<file path="src/rtl/alu_seq_pkg.sv">
// Shared types and widths for the nibble-serial 74181 sequencer.
// The state encoding and field widths live here so users can decode them.
package alu_seq_pkg;

  typedef enum logic [1:0] {
    IDLE,
    RUN,
    DONE
  } state_e;

  localparam int NIBBLE_W = 4;
  localparam int SETTLE_W = 4;

endpackage

</file>
<file path="src/rtl/alu_nibble_sequencer.sv">
// Drives one shared 4-bit 74181 slice nibble by nibble, LSB first,
// chaining Cn+4 between steps and returning the assembled WIDTH-bit result.
module alu_nibble_sequencer
  import alu_seq_pkg::*;
#(
  parameter int WIDTH  = 8,
  parameter int SETTLE = 0
) (
  input  logic             clk,
  input  logic             rst,
  input  logic             req_valid,
  output logic             req_ready,
  input  logic [WIDTH-1:0] req_a,
  input  logic [WIDTH-1:0] req_b,
  input  logic [3:0]       req_s,
  input  logic             req_m,
  input  logic             req_cn,
  output logic [3:0]       alu_a,
  output logic [3:0]       alu_b,
  output logic [3:0]       alu_s,
  output logic             alu_m,
  output logic             alu_cn,
  input  logic [3:0]       alu_f,
  input  logic             alu_cn4,
  input  logic             alu_equal,
  output logic             rsp_valid,
  input  logic             rsp_ready,
  output logic [WIDTH-1:0] rsp_f,
  output logic             rsp_cout,
  output logic             rsp_equal,
  output logic             busy
);

  localparam int NIBBLES = WIDTH / NIBBLE_W;
  localparam int NIB_W   = (NIBBLES > 1) ? $clog2(NIBBLES) : 1;
  localparam logic [NIB_W-1:0] NIB_LAST = NIB_W'(NIBBLES - 1);
  localparam logic [SETTLE_W-1:0] SETTLE_V = SETTLE_W'(SETTLE);

  state_e              state_q;
  logic [WIDTH-1:0]    a_q;
  logic [WIDTH-1:0]    b_q;
  logic [WIDTH-1:0]    f_q;
  logic [3:0]          s_q;
  logic                m_q;
  logic                carry_q;
  logic                eq_q;
  logic [NIB_W-1:0]    nib_q;
  logic [SETTLE_W-1:0] wait_q;

  always_ff @(posedge clk or posedge rst) begin
    if (rst) begin
      state_q <= IDLE;
      a_q     <= '0;
      b_q     <= '0;
      f_q     <= '0;
      s_q     <= '0;
      m_q     <= 1'b0;
      carry_q <= 1'b0;
      eq_q    <= 1'b0;
      nib_q   <= '0;
      wait_q  <= '0;
    end else begin
      unique case (state_q)
        IDLE: begin
          if (req_valid) begin
            a_q     <= req_a;
            b_q     <= req_b;
            s_q     <= req_s;
            m_q     <= req_m;
            carry_q <= req_cn;
            eq_q    <= 1'b1;
            nib_q   <= '0;
            wait_q  <= '0;
            state_q <= RUN;
          end
        end
        RUN: begin
          if (wait_q != SETTLE_V) begin
            wait_q <= wait_q + 1'b1;
          end else begin
            for (int i = 0; i < NIBBLES; i++) begin
              if (nib_q == NIB_W'(i))
                f_q[i*NIBBLE_W +: NIBBLE_W] <= alu_f;
            end
            carry_q <= alu_cn4;
            eq_q    <= eq_q & alu_equal;
            wait_q  <= '0;
            if (nib_q == NIB_LAST)
              state_q <= DONE;
            else
              nib_q <= nib_q + 1'b1;
          end
        end
        DONE: begin
          if (rsp_ready)
            state_q <= IDLE;
        end
        default: state_q <= IDLE;
      endcase
    end
  end

  // Operand nibbles are only shown to the slice while a job is running.
  always_comb begin
    alu_a = '0;
    alu_b = '0;
    if (state_q == RUN) begin
      for (int i = 0; i < NIBBLES; i++) begin
        if (nib_q == NIB_W'(i)) begin
          alu_a = a_q[i*NIBBLE_W +: NIBBLE_W];
          alu_b = b_q[i*NIBBLE_W +: NIBBLE_W];
        end
      end
    end
  end

  assign alu_s     = s_q;
  assign alu_m     = m_q;
  assign alu_cn    = carry_q;
  assign req_ready = (state_q == IDLE) && !rst;
  assign rsp_valid = (state_q == DONE);
  assign busy      = (state_q != IDLE);
  assign rsp_f     = f_q;
  assign rsp_cout  = carry_q;
  assign rsp_equal = eq_q;

endmodule
</file>
<file path="config.mk">
export PLATFORM = sky130hd
export DESIGN_NAME = alu_nibble_sequencer
export DESIGN_NICKNAME = d
export VERILOG_FILES = /design/src/rtl/alu_seq_pkg.sv /design/src/rtl/alu_nibble_sequencer.sv
export SDC_FILE = /design/constraint.sdc
export NUM_CORES = 1
export LEC_CHECK = 0
export ABC_CLOCK_PERIOD_IN_PS = 3600
export CORE_MARGIN = 2
export CORE_UTILIZATION = 48
export DETAILED_ROUTE_END_ITERATION = 8
export PLACE_DENSITY = 0.84
export SYNTH_ARGS = -nofsm -noshare
export SYNTH_HDL_FRONTEND = slang
export SYNTH_SLANG_ARGS = --single-unit
</file>
<file path="constraint.sdc">
create_clock -name clk -period 3.6 [get_ports clk]
set_clock_uncertainty 0.2 [all_clocks]
set_input_delay 1.08 -clock clk [delete_from_list [all_inputs] [get_ports clk]]
set_output_delay 1.08 -clock clk [all_outputs]
set_load 0.005 [all_outputs]
</file>
**After elaboration in Yosys (flattened, before gate mapping)**

Index checks and enable logic that the tools add are counted.

- Register bits: 38
- Logic and storage cells: 56
- Input port bits: 32
- Output and inout bits: 27

- Multiplexer cells: 22
- Eq/ne operators: 6
- Reduce and logical (&&, ||, !) cells: 12
- $add $sub $neg: 2
- Bitwise operators: 3

Operators by type and width:

| kind | count |
|---|---|
| 2-to-1 mux 4 bit | 6 |
| AND reduction 3 bit | 3 |
| 2-to-1 mux 2 bit | 4 |
| one-hot mux 4 bit (2 select lines) | 1 |
| 2-to-1 mux 1 bit | 7 |
| inequality test 2 bit, second input constant | 3 |
| one-hot mux 1 bit (2 select lines) | 3 |
| one-hot mux 2 bit (3 select lines) | 1 |
| adder 4 x 1 -> 4 bit, second input constant | 1 |
| AND reduction 2 bit | 2 |
| AND reduction 4 bit | 1 |
| nonzero test 2 bit | 2 |
| nonzero test 4 bit | 1 |
| equality test 2 x 1 -> 1 bit, second input constant | 1 |
| equality test 2 bit, second input constant | 1 |
| zero test 2 bit | 1 |
| inequality test 2 x 1 -> 1 bit, second input constant | 1 |
| NOT 1 bit | 2 |
| adder 1 bit, second input constant | 1 |
| AND 1 bit | 1 |
| logical AND 1 bit | 1 |
| zero test 1 bit | 1 |

**Logic depth before layout (Yosys ltp)**

- Depth in word-level cells: 4
- Gate-level depth with buffers: 5
- Mapped depth without buffers: 5

**Worst setup path after synthesis**

OpenSTA, ideal clock, no wires.

- Path kind: input port to output port
- From: input rst
- To: output req_ready
- Arrival: 1186 ps
- Data required time: 2320 ps
- Slack: 1134 ps
- Stages: 1
- Buffers on the path: 0
- Path through: nor2_1

- Word-level cells in the longest chain between the ends: 2

Ends and longest elaborated chain:

| item | RTL line | RTL |
|---|---|---|
| from (decl) | alu_nibble_sequencer.sv:10 | `input logic rst,` |
| zero test 1 bit | alu_nibble_sequencer.sv:120 | `assign req_ready = (state_q == IDLE) && !rst;` |
| logical AND 1 bit | alu_nibble_sequencer.sv:120 |  |
| to (decl) | alu_nibble_sequencer.sv:12 | `output logic req_ready,` |

Every way passes these cells.

**Worst setup path in the final report**

Ends and elaborated chain as after synthesis.

==> results by group <==
Outcome
  • Status: completed

Power and ir drop
  • Clock share of power: 0.179
  • Part of the power in registers: 0.380
  • Combinational share of power: 0.440
  • Sw frac: 0.300
  • Switch Pwr: just over 600 uW
  • Pwr/cell area: roughly 840 nW/um^2
  • P_int: 1430 uW
  • Post-layout power: just over 2000 uW
  • Maximum VDD drop: between 0.5 and 0.6 mV
  • Leak: 0.00104 uW

Logic synthesis
  • Most common cell in the netlist: dfrtp_1
  • Mux cell area share after synthesis: 0.242
  • Simple-gate share of the synthesized area: 0.107
  • Post-synthesis register bit count: 38
  • Commonest cells in the netlist: dfrtp_1, mux2_2, nor2_1, mux2i_1, inv_1
  • Post-synthesis adder-cell area fraction: 0.0145
  • Register area share after synthesis: 0.552
  • Synth Area in XOR/XNOR: 0.00508
  • Post-synth top area share: 0.552
  • Avg Synthesized Cell Area: ~13 sq um
  • Synthesis warning total: 0
  • Synth area leaders: dfrtp_1, mux2_2, mux2i_1
  • Largest family of logic cells by synthesized area: multiplexers
  • Synth cell types: 28
  • Most used DFF post-synth: dfrtp_1
  • Post-synthesis compound-gate area fraction: 0.0421
  • Ys async rst share: 1.00
  • Syn Nets: 162
  • Post-synth EDFFs: 0
  • Area leader, netlist: dfrtp_1
  • Cells after synthesis: approximately 130
  • Synth Cell Area: 1720 sq um

Clock network
  • Postcts setup bufs: 0
  • Clk root buf: clkbuf_4
  • CTS clk-pin slew, worst paths: ~0.12 ns
  • H-tree Lvls: 2
  • Post-CTS resize count: 0
  • CTS tree: yes
  • Num Clock Sinks: 38
  • Clock Latency Late Sink: about 0.35 ns
  • Hold_buf cts: 0
  • Buffer depth of the longest clock path: 2
  • Total CTS buffers: 5

Placed design
  • Dpl cells: between 200 and 250
  • Placed cell area: about 2300 sq um
  • I/O Buffers: 58
  • GPL Wtd Cong: 0.672
  • Post-DP HPWL: ~2.5 mm

Timing
  • Max Clock Freq: 296 MHz
  • Final Hold Fails: 0
  • Slew Limit Fails: 0
  • Setup TNS Final: 0 ns
  • Least-Margin Pin Slew: 0.702 ns
  • Final setup fails: 0
  • Tmin final: about 3.4 ns
  • Tcrit/Tclk final: 0.939
  • Slew margin rel.: 0.531
  • RSZ-0062 raised after global routing: false

Die
  • Die Width: ~64 um
  • Core Footprint: roughly 3400 sq um
  • IO Pins: between 50 and 60
  • Initial core utilization: 0.509
  • Die area: ~4100 sq um
  • Core Rows: 21
  • Die Span Y: about 64 um

Global routing
  • Number of global-route vias before repair: between 1,000 and 1,500
  • Largest net degree at the start of global routing: 39
  • Antenna violations before repair: 0
  • Total gr overflow: 0
  • First-pass GRT wire length: around 6 mm
  • Global Route Usage Sum: 0.186

Drt
  • Starting DRT DRC Count: 20
  • DR WL/cell: about 15 um
  • Vias/cell: a little over 5
  • DRC: 0
  • Routed WL: roughly 3.5 mm
  • DRT antenna net count: 0
  • Drt first pass iters: 3
  • Vias: between 1,000 and 1,500

Worst setup path
  • Crit Path Class: primary input to output port
  • Reg2reg end: rsp_f[6]
  • Critical Path RT: around 2.3 ns
  • Worst r2r src: state_q[0]
  • CP Capture Type: output port
  • Critical Path Sink: req_ready
  • Worst Setup SP: rst
  • R2r setup slk: about 1.7 ns
  • R2R cell count: 3
  • Crit-path max FO: 2
  • CP arrival: approximately 2.1 ns
  • Startpoint Class: primary input

Flow run
  • Max-cap check violation count: 0

Cells and area
  • Final #Nets: about 220
  • Non-filler cells, final: ~240
  • # diodes: 0
  • Fin area: 2440 sq um
  • # fillers: 230
  • Area grow syn2layout: 41.4%
  • Share of layout cells above drive strength 1: 0.221
  • Final core utilization: 0.719

Worst hold path
  • Min-Delay Startpoint: rsp_f[4]
  • Hold Path Class: flop to flop
## per-stage QoR
step | hold WS (ns) | setup slack [ns]
floorplan | 0.280 | 1.13
global placement | 0.274 | 0.220
finish | 0.308 | 0.218
CTS | 0.310 | 0.208
global route | 0.333 | 0.176
detailed placement | 0.281 | 0.210
## cell type report
type | instances | area [sq um] | share of cell area
Sequential cell | 38 | 951 | 0.390
Clock inverter | 3 | 68.8 | 0.0282
Tap cell | 46 | 57.6 | 0.0236
Inverter | 5 | 18.8 | 0.00770
Clock buffer | 5 | 37.5 | 0.0154
Multi-Input combinational cell | 79 | 708 | 0.291
Timing Repair Buffer | 60 | 596 | 0.244
## power by group through the flow
stage / sequential (uW) / clock (uW) / combinational, uW
final: 774 / 365 / 897
after global routing: 805 / 387 / 983
after CTS: 776 / 374 / 914
after detailed placement: 785 / 0 / 905
after global placement: 769 / 0 / 884
after floorplan: 741 / 0 / 535
## cells in the final DEF, fill, tap and decap left out, types with 4 or more instances in the layout
cell type        netlist  layout
inv_1                  5       5
mux2_2                25      25
dfrtp_1               38      38
mux2i_1                9       9
nor2_1                12      12
mux2_1                 4       4
clkdlybuf4s50_1        0      58
clkbuf_4               1       5
## layer usage
metal	up-vias	global-route usage	wire [um]
met1	576	0.205	1430
met2	43	0.336	1740
met4	0	0.0489	38
met5	-	0	0
li1	562	-	-
met3	5	0.0669	244
## worst min path at each step
stage                     endpoint  cells past startpoint
after floorplan             a_q[2]                      1
after global placement    rsp_f[6]                      1
after detailed placement  rsp_f[4]                      1
after CTS                 rsp_f[4]                      1
after global routing      rsp_f[4]                      1
final                     rsp_f[4]                      1
## kinds of logic after synthesis
kind of cell / count (synthesis)
simple gates: 28
mux: 38
buf+inv: 11
xor+xnor: 1
fa+ha+maj: 2
compound gates: 10
flops: 38
## flip-flops by register name, summed over array words and instances (netlist names), 2 cells and up
name,cells
a_q,8
alu_s,4
b_q,8
rsp_f,8
state_q,2
wait_q,4
## critical path, stage by stage
cell             delay (ns)
clkdlybuf4s50_1        0.42
nor2_1                 0.10
clkdlybuf4s50_1        0.50
Note: power is estimated with default switching activity, not from simulation.
